===== src/rtl/frame_dismantle.sv =====
// rtl/frame_dismantle.sv - splits a decoded AES3/S/PDIF bit stream into aux, audio and channel-status fields
//
// Purpose:
//   Hunts for a subframe preamble, then collects 4 aux bits, 20 audio bits and
//   the V, U, C, P bits. It strobes out aux nibbles and audio words, and checks
//   even parity over aux..P. It gathers the C bits of one selected channel into
//   a 192-bit channel-status block, which is released only when the whole block
//   was received in sync.
//
// Ports:
//   clk           in   system clock, rising edge
//   rst           in   asynchronous active-high reset
//   din           in   serial data bit
//   vin           in   din valid, one bit consumed per cycle with vin=1
//   in_channel    in   channel whose C bits are collected (0=A, 1=B)
//   frame_counter out  frame index within the block, 0..191
//   out_channel   out  channel of the subframe being output (0=A, 1=B)
//   dout/vout     out  audio sample, LSB received first / one-cycle strobe
//   dauxout/vauxout out aux nibble, LSB received first / one-cycle strobe
//   channeldout   out  channel-status block, bit i = C bit of frame i
//   channelvout   out  one-cycle strobe, channeldout valid
//   done          out  one-cycle strobe, subframe completed with good parity
//   kill          out  one-cycle strobe, parity error or illegal preamble order
module frame_dismantle #(
  parameter logic [7:0] PRE_B = 8'b11101000,
  parameter logic [7:0] PRE_M = 8'b11100010,
  parameter logic [7:0] PRE_W = 8'b11100100
) (
  input  logic         clk,
  input  logic         rst,
  input  logic         din,
  input  logic         vin,
  input  logic         in_channel,
  output logic [7:0]   frame_counter,
  output logic         out_channel,
  output logic [19:0]  dout,
  output logic         vout,
  output logic [3:0]   dauxout,
  output logic         vauxout,
  output logic [191:0] channeldout,
  output logic         channelvout,
  output logic         done,
  output logic         kill
);

  localparam logic [7:0] LAST_FRAME = 8'd191;

  typedef enum logic [1:0] {S_HUNT, S_AUX, S_AUDIO, S_VUCP} state_t;
  // Kind of the previous preamble, used to detect illegal ordering.
  typedef enum logic [1:0] {PV_NONE, PV_A, PV_W} prev_t;

  state_t         state_q, state_d;
  prev_t          prev_q, prev_d;
  logic [7:0]     sh_q, sh_d;
  logic [19:0]    sr_q, sr_d;
  logic [4:0]     cnt_q, cnt_d;
  logic           par_q, par_d;
  logic           c_pend_q, c_pend_d;
  logic           bs_q, bs_d;
  logic [7:0]     fc_q, fc_d;
  logic           och_q, och_d;
  logic [19:0]    dout_q, dout_d;
  logic           vout_q, vout_d;
  logic [3:0]     daux_q, daux_d;
  logic           vaux_q, vaux_d;
  logic [191:0]   cs_q, cs_d;
  logic [191:0]   cd_q, cd_d;
  logic           cv_q, cv_d;
  logic           cv_pend_q, cv_pend_d;
  logic           done_q, done_d;
  logic           kill_q, kill_d;

  logic [7:0]     sh_shift;
  logic [19:0]    sr_shift;
  logic           illegal;

  // Preamble bits arrive MSB first; field bits arrive LSB first, so the data
  // register shifts right and a completed field sits at its top end.
  assign sh_shift = {sh_q[6:0], din};
  assign sr_shift = {din, sr_q[19:1]};

  always_comb begin
    state_d   = state_q;
    prev_d    = prev_q;
    sh_d      = sh_q;
    sr_d      = sr_q;
    cnt_d     = cnt_q;
    par_d     = par_q;
    c_pend_d  = c_pend_q;
    bs_d      = bs_q;
    fc_d      = fc_q;
    och_d     = och_q;
    dout_d    = dout_q;
    daux_d    = daux_q;
    cs_d      = cs_q;
    cd_d      = cd_q;
    vout_d    = 1'b0;
    vaux_d    = 1'b0;
    cv_d      = 1'b0;
    cv_pend_d = 1'b0;
    done_d    = 1'b0;
    kill_d    = 1'b0;
    illegal   = 1'b0;

    // Frame 191's C bit was written last cycle; publish the finished block.
    if (cv_pend_q) begin
      cd_d = cs_q;
      cv_d = 1'b1;
    end

    if (vin) begin
      case (state_q)
        S_HUNT: begin
          sh_d = sh_shift;
          if (sh_shift == PRE_B || sh_shift == PRE_M || sh_shift == PRE_W) begin
            sh_d    = 8'd0;
            state_d = S_AUX;
            cnt_d   = 5'd0;
            par_d   = 1'b0;
            if (sh_shift == PRE_B) begin
              fc_d    = 8'd0;
              och_d   = 1'b0;
              bs_d    = 1'b1;
              prev_d  = PV_A;
              illegal = (prev_q == PV_A);
            end else if (sh_shift == PRE_M) begin
              och_d   = 1'b0;
              fc_d    = (fc_q == LAST_FRAME) ? 8'd0 : fc_q + 8'd1;
              prev_d  = PV_A;
              illegal = (prev_q == PV_A) || (fc_q == LAST_FRAME);
            end else begin
              och_d   = 1'b1;
              prev_d  = PV_W;
              illegal = (prev_q == PV_W);
            end
            // Ordering errors break block sync but the subframe is still parsed.
            if (illegal) begin
              kill_d = 1'b1;
              bs_d   = 1'b0;
            end
          end
        end

        S_AUX: begin
          sr_d  = sr_shift;
          par_d = par_q ^ din;
          if (cnt_q == 5'd3) begin
            daux_d  = sr_shift[19:16];
            vaux_d  = 1'b1;
            cnt_d   = 5'd0;
            state_d = S_AUDIO;
          end else begin
            cnt_d = cnt_q + 5'd1;
          end
        end

        S_AUDIO: begin
          sr_d  = sr_shift;
          par_d = par_q ^ din;
          if (cnt_q == 5'd19) begin
            dout_d  = sr_shift;
            vout_d  = 1'b1;
            cnt_d   = 5'd0;
            state_d = S_VUCP;
          end else begin
            cnt_d = cnt_q + 5'd1;
          end
        end

        S_VUCP: begin
          par_d = par_q ^ din;
          cnt_d = cnt_q + 5'd1;
          if (cnt_q == 5'd2) begin
            c_pend_d = din;
          end
          if (cnt_q == 5'd3) begin
            state_d = S_HUNT;
            cnt_d   = 5'd0;
            // par_q ^ din is the xor of all 28 bits; zero means even parity.
            if ((par_q ^ din) == 1'b0) begin
              done_d = 1'b1;
              if (bs_q && (och_q == in_channel)) begin
                cs_d[fc_q] = c_pend_q;
                if (fc_q == LAST_FRAME) begin
                  cv_pend_d = 1'b1;
                end
              end
            end else begin
              kill_d = 1'b1;
              bs_d   = 1'b0;
            end
          end
        end

        default: begin
          state_d = S_HUNT;
        end
      endcase
    end
  end

  always_ff @(posedge clk or posedge rst) begin
    if (rst) begin
      state_q   <= S_HUNT;
      prev_q    <= PV_NONE;
      sh_q      <= 8'd0;
      sr_q      <= 20'd0;
      cnt_q     <= 5'd0;
      par_q     <= 1'b0;
      c_pend_q  <= 1'b0;
      bs_q      <= 1'b0;
      fc_q      <= 8'd0;
      och_q     <= 1'b0;
      dout_q    <= 20'd0;
      vout_q    <= 1'b0;
      daux_q    <= 4'd0;
      vaux_q    <= 1'b0;
      cs_q      <= 192'd0;
      cd_q      <= 192'd0;
      cv_q      <= 1'b0;
      cv_pend_q <= 1'b0;
      done_q    <= 1'b0;
      kill_q    <= 1'b0;
    end else begin
      state_q   <= state_d;
      prev_q    <= prev_d;
      sh_q      <= sh_d;
      sr_q      <= sr_d;
      cnt_q     <= cnt_d;
      par_q     <= par_d;
      c_pend_q  <= c_pend_d;
      bs_q      <= bs_d;
      fc_q      <= fc_d;
      och_q     <= och_d;
      dout_q    <= dout_d;
      vout_q    <= vout_d;
      daux_q    <= daux_d;
      vaux_q    <= vaux_d;
      cs_q      <= cs_d;
      cd_q      <= cd_d;
      cv_q      <= cv_d;
      cv_pend_q <= cv_pend_d;
      done_q    <= done_d;
      kill_q    <= kill_d;
    end
  end

  assign frame_counter = fc_q;
  assign out_channel   = och_q;
  assign dout          = dout_q;
  assign vout          = vout_q;
  assign dauxout       = daux_q;
  assign vauxout       = vaux_q;
  assign channeldout   = cd_q;
  assign channelvout   = cv_q;
  assign done          = done_q;
  assign kill          = kill_q;

endmodule


===== config.mk =====
export PLATFORM = sky130hd
export DESIGN_NAME = frame_dismantle
export DESIGN_NICKNAME = d
export VERILOG_FILES = /design/src/rtl/frame_dismantle.sv
export SDC_FILE = /design/constraint.sdc
export NUM_CORES = 1
export LEC_CHECK = 0
export ABC_CLOCK_PERIOD_IN_PS = 18300
export CAP_MARGIN = 20
export CORE_AREA = 3 3 188 190
export DETAILED_ROUTE_END_ITERATION = 10
export DIE_AREA = 0 0 191 193
export PLACE_DENSITY = 0.88
export SYNTH_ARGS = -nofsm -noshare
export SYNTH_HDL_FRONTEND = slang
export SYNTH_SLANG_ARGS = --single-unit

===== constraint.sdc =====
create_clock -name clk -period 18.3 [get_ports clk]
set_input_delay 3.66 -clock clk [delete_from_list [all_inputs] [get_ports clk]]
set_output_delay 3.66 -clock clk [all_outputs]
set_load 0.05 [all_outputs]

After elaboration in Yosys (flattened, before gate mapping)
Index checks and enable logic that the tools add are counted.
W data, S select, Z words.
{"block": "word_totals", "output_inout_bits": 230, "input_bits": 5, "reg_bits": 462, "word_cells": 123}
{"block": "op_classes", "bitwise_logic": 2, "mux": 56, "n_addsub": 2, "n_reduce_logical": 22, "n_lt_le_gt_ge": 2, "n_eq_ne": 19}
{"op": "$bwmux W192", "n": 1}
{"op": "$mux W1", "n": 36}
{"op": "$eq A8 B8 Y1 const B", "n": 4}
{"op": "$mux W8", "n": 3}
{"op": "$mux W5", "n": 3}
{"op": "$pmux W5 S3", "n": 1}
{"op": "$mux W2", "n": 6}
{"op": "$reduce_and A3 Y1", "n": 4}
{"op": "$eq A5 B2 Y1 const B", "n": 2}
{"op": "$ne A2 B2 Y1 const B", "n": 5}
{"op": "$reduce_and A5 Y1", "n": 2}
{"op": "$lt A8 B9 Y1 const B", "n": 1}
{"op": "$add A8 B1 Y8 const B", "n": 1}
{"op": "$demux W1 S8", "n": 1}
{"op": "$ge A8 B1 Y1 const B", "n": 1}
{"op": "$pmux W2 S4", "n": 1}
{"op": "$mux W7", "n": 1}
{"op": "$eq A2 B2 Y1 const B", "n": 3}
{"op": "$pmux W1 S2", "n": 3}
{"op": "$reduce_and A2 Y1", "n": 3}
{"op": "$reduce_and A6 Y1", "n": 1}
{"op": "$add A5 B1 Y5 const B", "n": 1}
{"op": "$eq A5 B5 Y1 const B", "n": 1}
{"op": "$eq A2 B1 Y1 const B", "n": 2}
{"op": "11 further kinds", "n": 16}

Logic depth before layout (Yosys ltp)
Gate-level depths: netlist of the first run.
{"block": "depth", "word_depth": 11, "ltp_mapped": 9, "depth_no_buf": 7}

Worst setup path before layout of the first run
Ideal clock, no wire load.
{"block": "synth_timing", "path_type": "input-to-reg", "from": "input in_channel", "to": "register cs_q[4]", "path_slack_ns": 13.027, "t_arrival_ns": 5.147, "cell_stages": 7, "setup_ns": 0.125, "path_cell_list": "xnor2_1 nand2_1 buf_2 nor4_4 buf_6 nand2_1 mux2_4"}
{"block": "synth_between", "elab_chain_cells": 3}
{"item": "start: declaration", "line": "33", "text": "input logic in_channel,"}
{"item": "$eq A1 B1 Y1", "line": "182", "text": "if (bs_q && (och_q == in_channel)) begin"}
{"item": "$logic_and A1 B1 Y1", "line": "182"}
{"item": "$reduce_and A5 Y1 (no line)"}
{"item": "end signal: assignment", "line": "239", "text": "cs_q <= cs_d;"}
{"item": "end: declaration", "line": "66", "text": "logic [191:0] cs_q, cs_d;"}
Every way passes these cells.
A chain may end at the register's enable or synchronous reset.

Worst setup path after layout of the first run
{"block": "layout_timing", "from": "input din", "to": "register cs_q[128]"}
{"block": "layout_between", "elab_chain_cells": 3}
{"item": "start: declaration", "line": "31", "text": "input logic din,"}
{"item": "$xor A1 B1 Y1", "line": "180", "text": "if ((par_q ^ din) == 1'b0) begin"}
{"item": "$not A1 Y1 (no line)"}
{"item": "$reduce_and A5 Y1 (no line)"}
Every way passes these cells.

==> flow_summary.yaml, run 1 <==
run_status:
  outcome: "completed"
grt:
  antenna_found_initial: 0
  grt_max_degree: 186
  grt.overflow.total: 0
  grt_usage_pct: 27.7
  grt_pass1_vias: 13700
  grt_pass1_wl_um: 78900
detailed_routing:
  route.met2.wl_um: 25200
  drt_wl_total_um: 51800
  drtIter0Drc: 1660
  met1_length_um: 19100
  topRoutingLayerUsed: "met4"
  vias_per_cell: 6.15
  route.detailed.drc: 0
  dr_wl_met3_um: 5520
  dr.pass1.iters: 6
  avgRoutedWirePerCell_um: 23.4
  final_antenna_net_count: 0
  vias: 13600
synth:
  ys_warn_count: 0
  synth_seq_cells: 460
  syn_avg_cell_area_sq_um: 12.2
  syn_area_sq_um: 18900
  synth_top_area_cell: "dfrtp_1"
  synthArstFlopShare_pct: 100
  netlist_instances: 1555
  seq_area_frac_synth_pct: 60.9
  synth.top_cell.area_share_pct: 60.9
  syn_nets: 1570
  synth_area_leaders: "dfrtp_1, mux2_2, nand2_1"
  synth_top_flop_cell: "dfrtp_1"
  yosysUniqueCellTypes: 55
  synth-edff-count: 0
clock_tree:
  clk_path_buf_depth: 3
  cts_tree: "built"
  cts_max_level: 2
  hold_buffers: 0
  clk_latency_ns: 0.56
  cts_sinks: 460
  cts-resized-gates: 0
  cts_root_buf: "clkbuf_16"
  path_clk_slew_ns: 0.06
  cts_buffers: 46
  post_cts_buffers: 0
placed_design:
  io_buffers: 234
  dp.cells: 2137
  placed_area_sq_um: 21400
  dp_hpwl_um: 32400
  place.gp.congestion: 0.871
worst_setup_path:
  crit_family: "simple AND/OR/NAND/NOR gates"
  worstPathRequired_ns: 18.74
  crit_type: "in2reg"
  cpMaxStageDelayCell: "clkdlybuf4s50_1"
  cp.arrival_ns: 6.80
  cpPeakStageDelay_ns: 0.71
  crit_fanout: 16
  startpoint_type: "input port"
  critPathCaptureType: "flop"
  critPathBufInv: 2
  cp_cell_sequence: "clkdlybuf4s50_1 -> xnor2_1 -> nand4_4 -> inv_2 -> nand4_1 -> nor2_1 -> mux2_2"
timing:
  post-route-period-util_pct: 34.8
  fin_worst_skew_ns: 0.0240
  worstMarginPinSlew_ns: 1.07
  slew_viol_final: 0
  finalHoldViolCount: 0
  slew_headroom_pct: 28.4
  setup_viol: 0
  setup-tns-final_ns: 0
  rsz0062_at_grt: "no"
  period_minus_slack_ns: 6.36
  max_freq_mhz: 157
die:
  chipWidth_um: 191
  core_sq_um: 33600
  die_y_um: 193
  initial_core_util_pct: 56.3
  ios: 235
  die_area_sq_um: 36900
  num_rows: 67
job:
  maxCapViolations: 0
cells_and_area:
  regArea_sq_um: 11500
  multi_input_area_sq_um: 6890
  nets: 1755
  final_area_sq_um: 23100
  area_growth_pct: 22.0
  antenna_cells: 0
  final_cells: 2220
  drive_gt1_share_pct: 22.4
  fillCellCount: 2201
power_and_ir_drop:
  p_leak_nw: 11.3
  peakVddDrop_mv: 0.0961
  pwr_density_cell_nw_per_um2: 99.6
  p_total_mw: 2.30
hold_path:
  min_path_type: "reg2reg"
## cell usage in the layout, fill, tap and decap left out, types with 3 or more instances in the layout
master           count
a211oi_1             4
a21oi_1              7
and2_1              11
and3_1               7
and4_1               3
buf_4                7
bufinv_16            3
clkbuf_1             6
clkbuf_16           47
clkbuf_8            15
clkdlybuf4s50_1    234
clkinv_2             5
dfrtp_1            458
ha_1                10
inv_1               12
mux2_2             280
mux2_4              10
nand2_1            214
nand2b_1             6
nand3_1            152
nand3b_1             3
nand4_1              7
nor2_1              32
nor2b_1              7
nor3_1               6
nor3b_1              4
nor4_4               8
o21a_1               3
o21ai_0            145
o21ai_1             13
or4_1                3
or4_4                3
xnor2_1              4
xor2_1               3
## Yosys cell counts, types with 2 or more instances
cell / n
nor2b_1: 7
xnor2_1: 4
inv_1: 13
dfrtp_1: 460
nand2b_1: 6
ha_1: 10
or4_1: 3
mux2_2: 280
or4_4: 3
nand3b_1: 3
and4_1: 3
xor2_1: 3
nor3_1: 6
or3_1: 2
and4b_1: 2
nand4_1: 7
a211oi_1: 4
buf_2: 16
o21ai_1: 13
a21oi_1: 7
nor4_4: 8
and2_1: 11
nand3_1: 152
o211ai_1: 2
mux2_4: 10
nor3b_1: 5
and3_1: 7
o21a_1: 3
o21ai_0: 145
clkbuf_1: 85
buf_6: 4
nand2_1: 214
a21o_1: 2
o31ai_1: 2
nor2_1: 32
buf_1: 2
## path summary, 6_finish.rpt
| kind | startpoint | endpoint | slack (ns) | depth (start not counted) |
|---|---|---|---|---|
| max | din | cs_q[128] | 11.94 | 7 |
| min | cs_q[189] | cs_q[189] | 0.50 | 2 |
| max reg2reg | frame_counter[0] | bs_q | 15.01 | 6 |
| min reg2reg | cs_q[189] | cs_q[189] | 0.50 | 2 |
| max in group asynchronous | rst | c_pend_q | 12.21 | 4 |
| min in group asynchronous | rst | channeldout[29] | 3.72 | 2 |
## per-layer routing
metal  vias to the layer above  GRT usage [%]
li1                       5782              -
met1                      6887           35.3
met2                       814           45.5
met3                       166           7.49
met4                         0           11.3
met5                         -              0
## registers in the layout, summed over array words and instances (netlist names), 4 cells and up
| register | count |
|---|---|
| channeldout | 192 |
| cnt_q | 5 |
| cs_q | 192 |
| dauxout | 4 |
| dout | 20 |
| frame_counter | 8 |
| sh_q | 7 |
| sr_q | 19 |
## metrics by stage
step	hold slack, ns	utilization (%)	setup slack (ns)
3_3_place_gp	0.457	63.8	11.59
3_5_place_dp	0.465	63.8	11.42
5_1_grt	0.514	68.6	11.75
6_report	0.499	68.6	11.94
2_1_floorplan	0.389	-	1.81
4_1_cts	0.495	68.5	11.99
## worst min-delay path, delay by kind of cell (launching register included)
kind | cells | cell delay (ns)
AO/OA/AOI/OAI | 1 | 0.08
flip-flops | 1 | 0.33
AND/OR/NAND/NOR | 1 | 0.06
## cell families (layout without fill, tap and decap cells)
family / count (synthesis) / in the layout / synth area share [%]
AND/OR/NAND/NOR: 481 / 481 / 12.7
multiplexers: 291 / 291 / 17.5
buffers and inverters: 122 / 339 / 2.69
AO/OA/AOI/OAI: 184 / 184 / 5.19
flip-flops: 460 / 460 / 60.9
XOR/XNOR: 7 / 7 / 0.324
adder cells (fa/ha/maj): 10 / 10 / 0.662
## where the power goes
group	total (mW)	leakage [nW]	internal [mW]	switching (mW)
combinational	0.221	4.16	0.0794	0.142
clock	0.971	0.777	0.575	0.396
sequential	1.11	6.37	1.06	0.0503
## layout make-up
| type | instances | share of cell area (%) |
|---|---|---|
| Tap cell | 448 | 2.43 |
| Clock inverter | 12 | 0.705 |
| Timing Repair Buffer | 245 | 10.7 |
| Sequential cell | 460 | 49.9 |
| Inverter | 14 | 0.260 |
| Multi-Input combinational cell | 973 | 29.9 |
| Clock buffer | 68 | 6.09 |
(Power assumes the default switching activity.)
==> inputs of run 2 (changes only) <==
- ABC_CLOCK_PERIOD_IN_PS: 18300 -> 6250
- clock period: 18.3 -> 6.25 ns (I/O delays scaled with it)
==> flow_summary.yaml, run 2 (synthesized netlist as in run 1, its figures left out) <==
cells_and_area:
  nets: 1754
  drive_gt1_share_pct: 22.4
  area_growth_pct: 21.7
  fillCellCount: 2227
  final_cells: 2222
  final_common_cell: "dfrtp_1"
  layout_common_cells: "dfrtp_1, mux2_2, clkdlybuf4s50_1"
  antenna_cells: 0
timing:
  period_minus_slack_ns: 3.85
  fin_worst_skew_ns: 0.0108
  rsz0062_at_grt: "no"
  post-route-period-util_pct: 61.5
  worstMarginPinSlew_ns: 1.09
  setup-tns-final_ns: 0
  finalHoldViolCount: 0
  slew_viol_final: 0
  max_freq_mhz: 260
  slew_headroom_pct: 27.2
  setup_viol: 0
die:
  chipWidth_um: 191
  core_sq_um: 33600
  num_rows: 67
  initial_core_util_pct: 56.3
  die_y_um: 193
  ios: 235
  die_area_sq_um: 36900
detailed_routing:
  avgRoutedWirePerCell_um: 22.8
  vias: 13400
  route.detailed.drc: 0
  vias_per_cell: 6.04
  dr.pass1.iters: 5
  drt_wl_total_um: 50600
  final_antenna_net_count: 0
  drtIter0Drc: 1383
worst_setup_path:
  rr_endpoint: "bs_q"
  rr_startpoint: "frame_counter[0]"
  crit_type: "in2reg"
  worstPathRequired_ns: 6.66
  crit_fanout: 16
  crit_end: "cs_q[16]"
  r2r_slack_ns: 3.01
  r2r_cells: 6
  cp.arrival_ns: 4.26
  startpoint_type: "input port"
  critPathLaunch: "din"
  critPathCaptureType: "flop"
power_and_ir_drop:
  pwr_density_cell_nw_per_um2: 289
  p_comb_share_pct: 9.8
  clock_power_share_pct: 41.6
  p_int_mw: 4.94
  seq_power_share_pct: 48.6
  p_leak_nw: 11.3
  power_switching_mw: 1.71
  netSwitchingFraction_pct: 25.7
  peakVddDrop_mv: 0.263
placed_design:
  io_buffers: 234
  dp.cells: 2137
  dp_hpwl_um: 32300
  place.gp.congestion: 0.856
clock_tree:
  cts_root_buf: "clkbuf_16"
  cts_sinks: 460
  cts_tree: "built"
  cts_buffers: 46
  clk_path_buf_depth: 3
  path_clk_slew_ns: 0.06
  cts_max_level: 2
  post_cts_buffers: 0
  hold_buffers: 0
  cts-resized-gates: 0
  clk_latency_ns: 0.55
job:
  maxCapViolations: 0
grt:
  grt_pass1_wl_um: 79000
  grt_max_degree: 193
  antenna_found_initial: 0
  grt_pass1_vias: 13600
  grt_usage_pct: 27.5
  grt.overflow.total: 0
run_status:
  outcome: "completed"
hold_path:
  min_path_type: "reg2reg"
run 2: worst min-delay path by stage:
stage / end / slack [ns] / from / cells after the start
CTS: cs_q[104] / 0.48 / cs_q[104] / 2
floorplan: channelvout / 0.39 / cv_pend_q / 0
detailed placement: cs_q[104] / 0.47 / cs_q[104] / 2
global placement: cs_q[104] / 0.46 / cs_q[104] / 2
finish: cs_q[104] / 0.49 / cs_q[104] / 2
global route: cs_q[104] / 0.51 / cs_q[104] / 2
run 2: cell type report:
cell class	count	area [sq um]	area share, %
repair buffers	244	2470	10.7
clock buffers	59	1270	5.52
clock inverters	24	249	1.08
flip-flops and latches	460	11500	50.0
well taps	448	561	2.43
multi-input cells	973	6890	29.9
inverters	14	56.3	0.245
run 2: per-stage QoR:
step | cell area (sq um) | setup slack [ns] | util, % | total power, mW | hold WS (ns)
after global placement | 21500 | 2.04 | 63.9 | 3.87 | 0.458
final | 23000 | 2.40 | 68.5 | 6.65 | 0.486
after CTS | 23000 | 2.46 | 68.4 | 6.65 | 0.483
after detailed placement | 21500 | 1.88 | 63.9 | 3.90 | 0.467
after floorplan | 18900 | -1.22 | - | 3.75 | 0.389
after global routing | 23000 | 2.17 | 68.5 | 6.88 | 0.507
run 2: layer usage:
layer | GRT usage (%) | part of all wire [%] | up-vias
li1 | - | - | 5781
met2 | 45.5 | 48 | 720
met1 | 35.4 | 38 | 6785
met5 | 0 | 0 | -
met4 | 9.43 | 3.6 | 0
met3 | 7.70 | 10 | 141
run 2: worst max-delay path, cell delays in order:
cell and delay (ns):
clkdlybuf4s50_1 0.68, xnor2_1 0.38, nand4_4 0.39, inv_2 0.28, nand4_1 0.69, o21ai_0 0.47
nand2_1 0.11
run 2: power by group through the flow:
stage,clock [mW],sequential (mW),combinational (mW)
3_5_place_dp,0,3.33,0.573
4_1_cts,2.80,3.27,0.575
5_1_grt,2.92,3.25,0.712
2_1_floorplan,0,3.25,0.506
6_report,2.77,3.23,0.649
3_3_place_gp,0,3.32,0.555
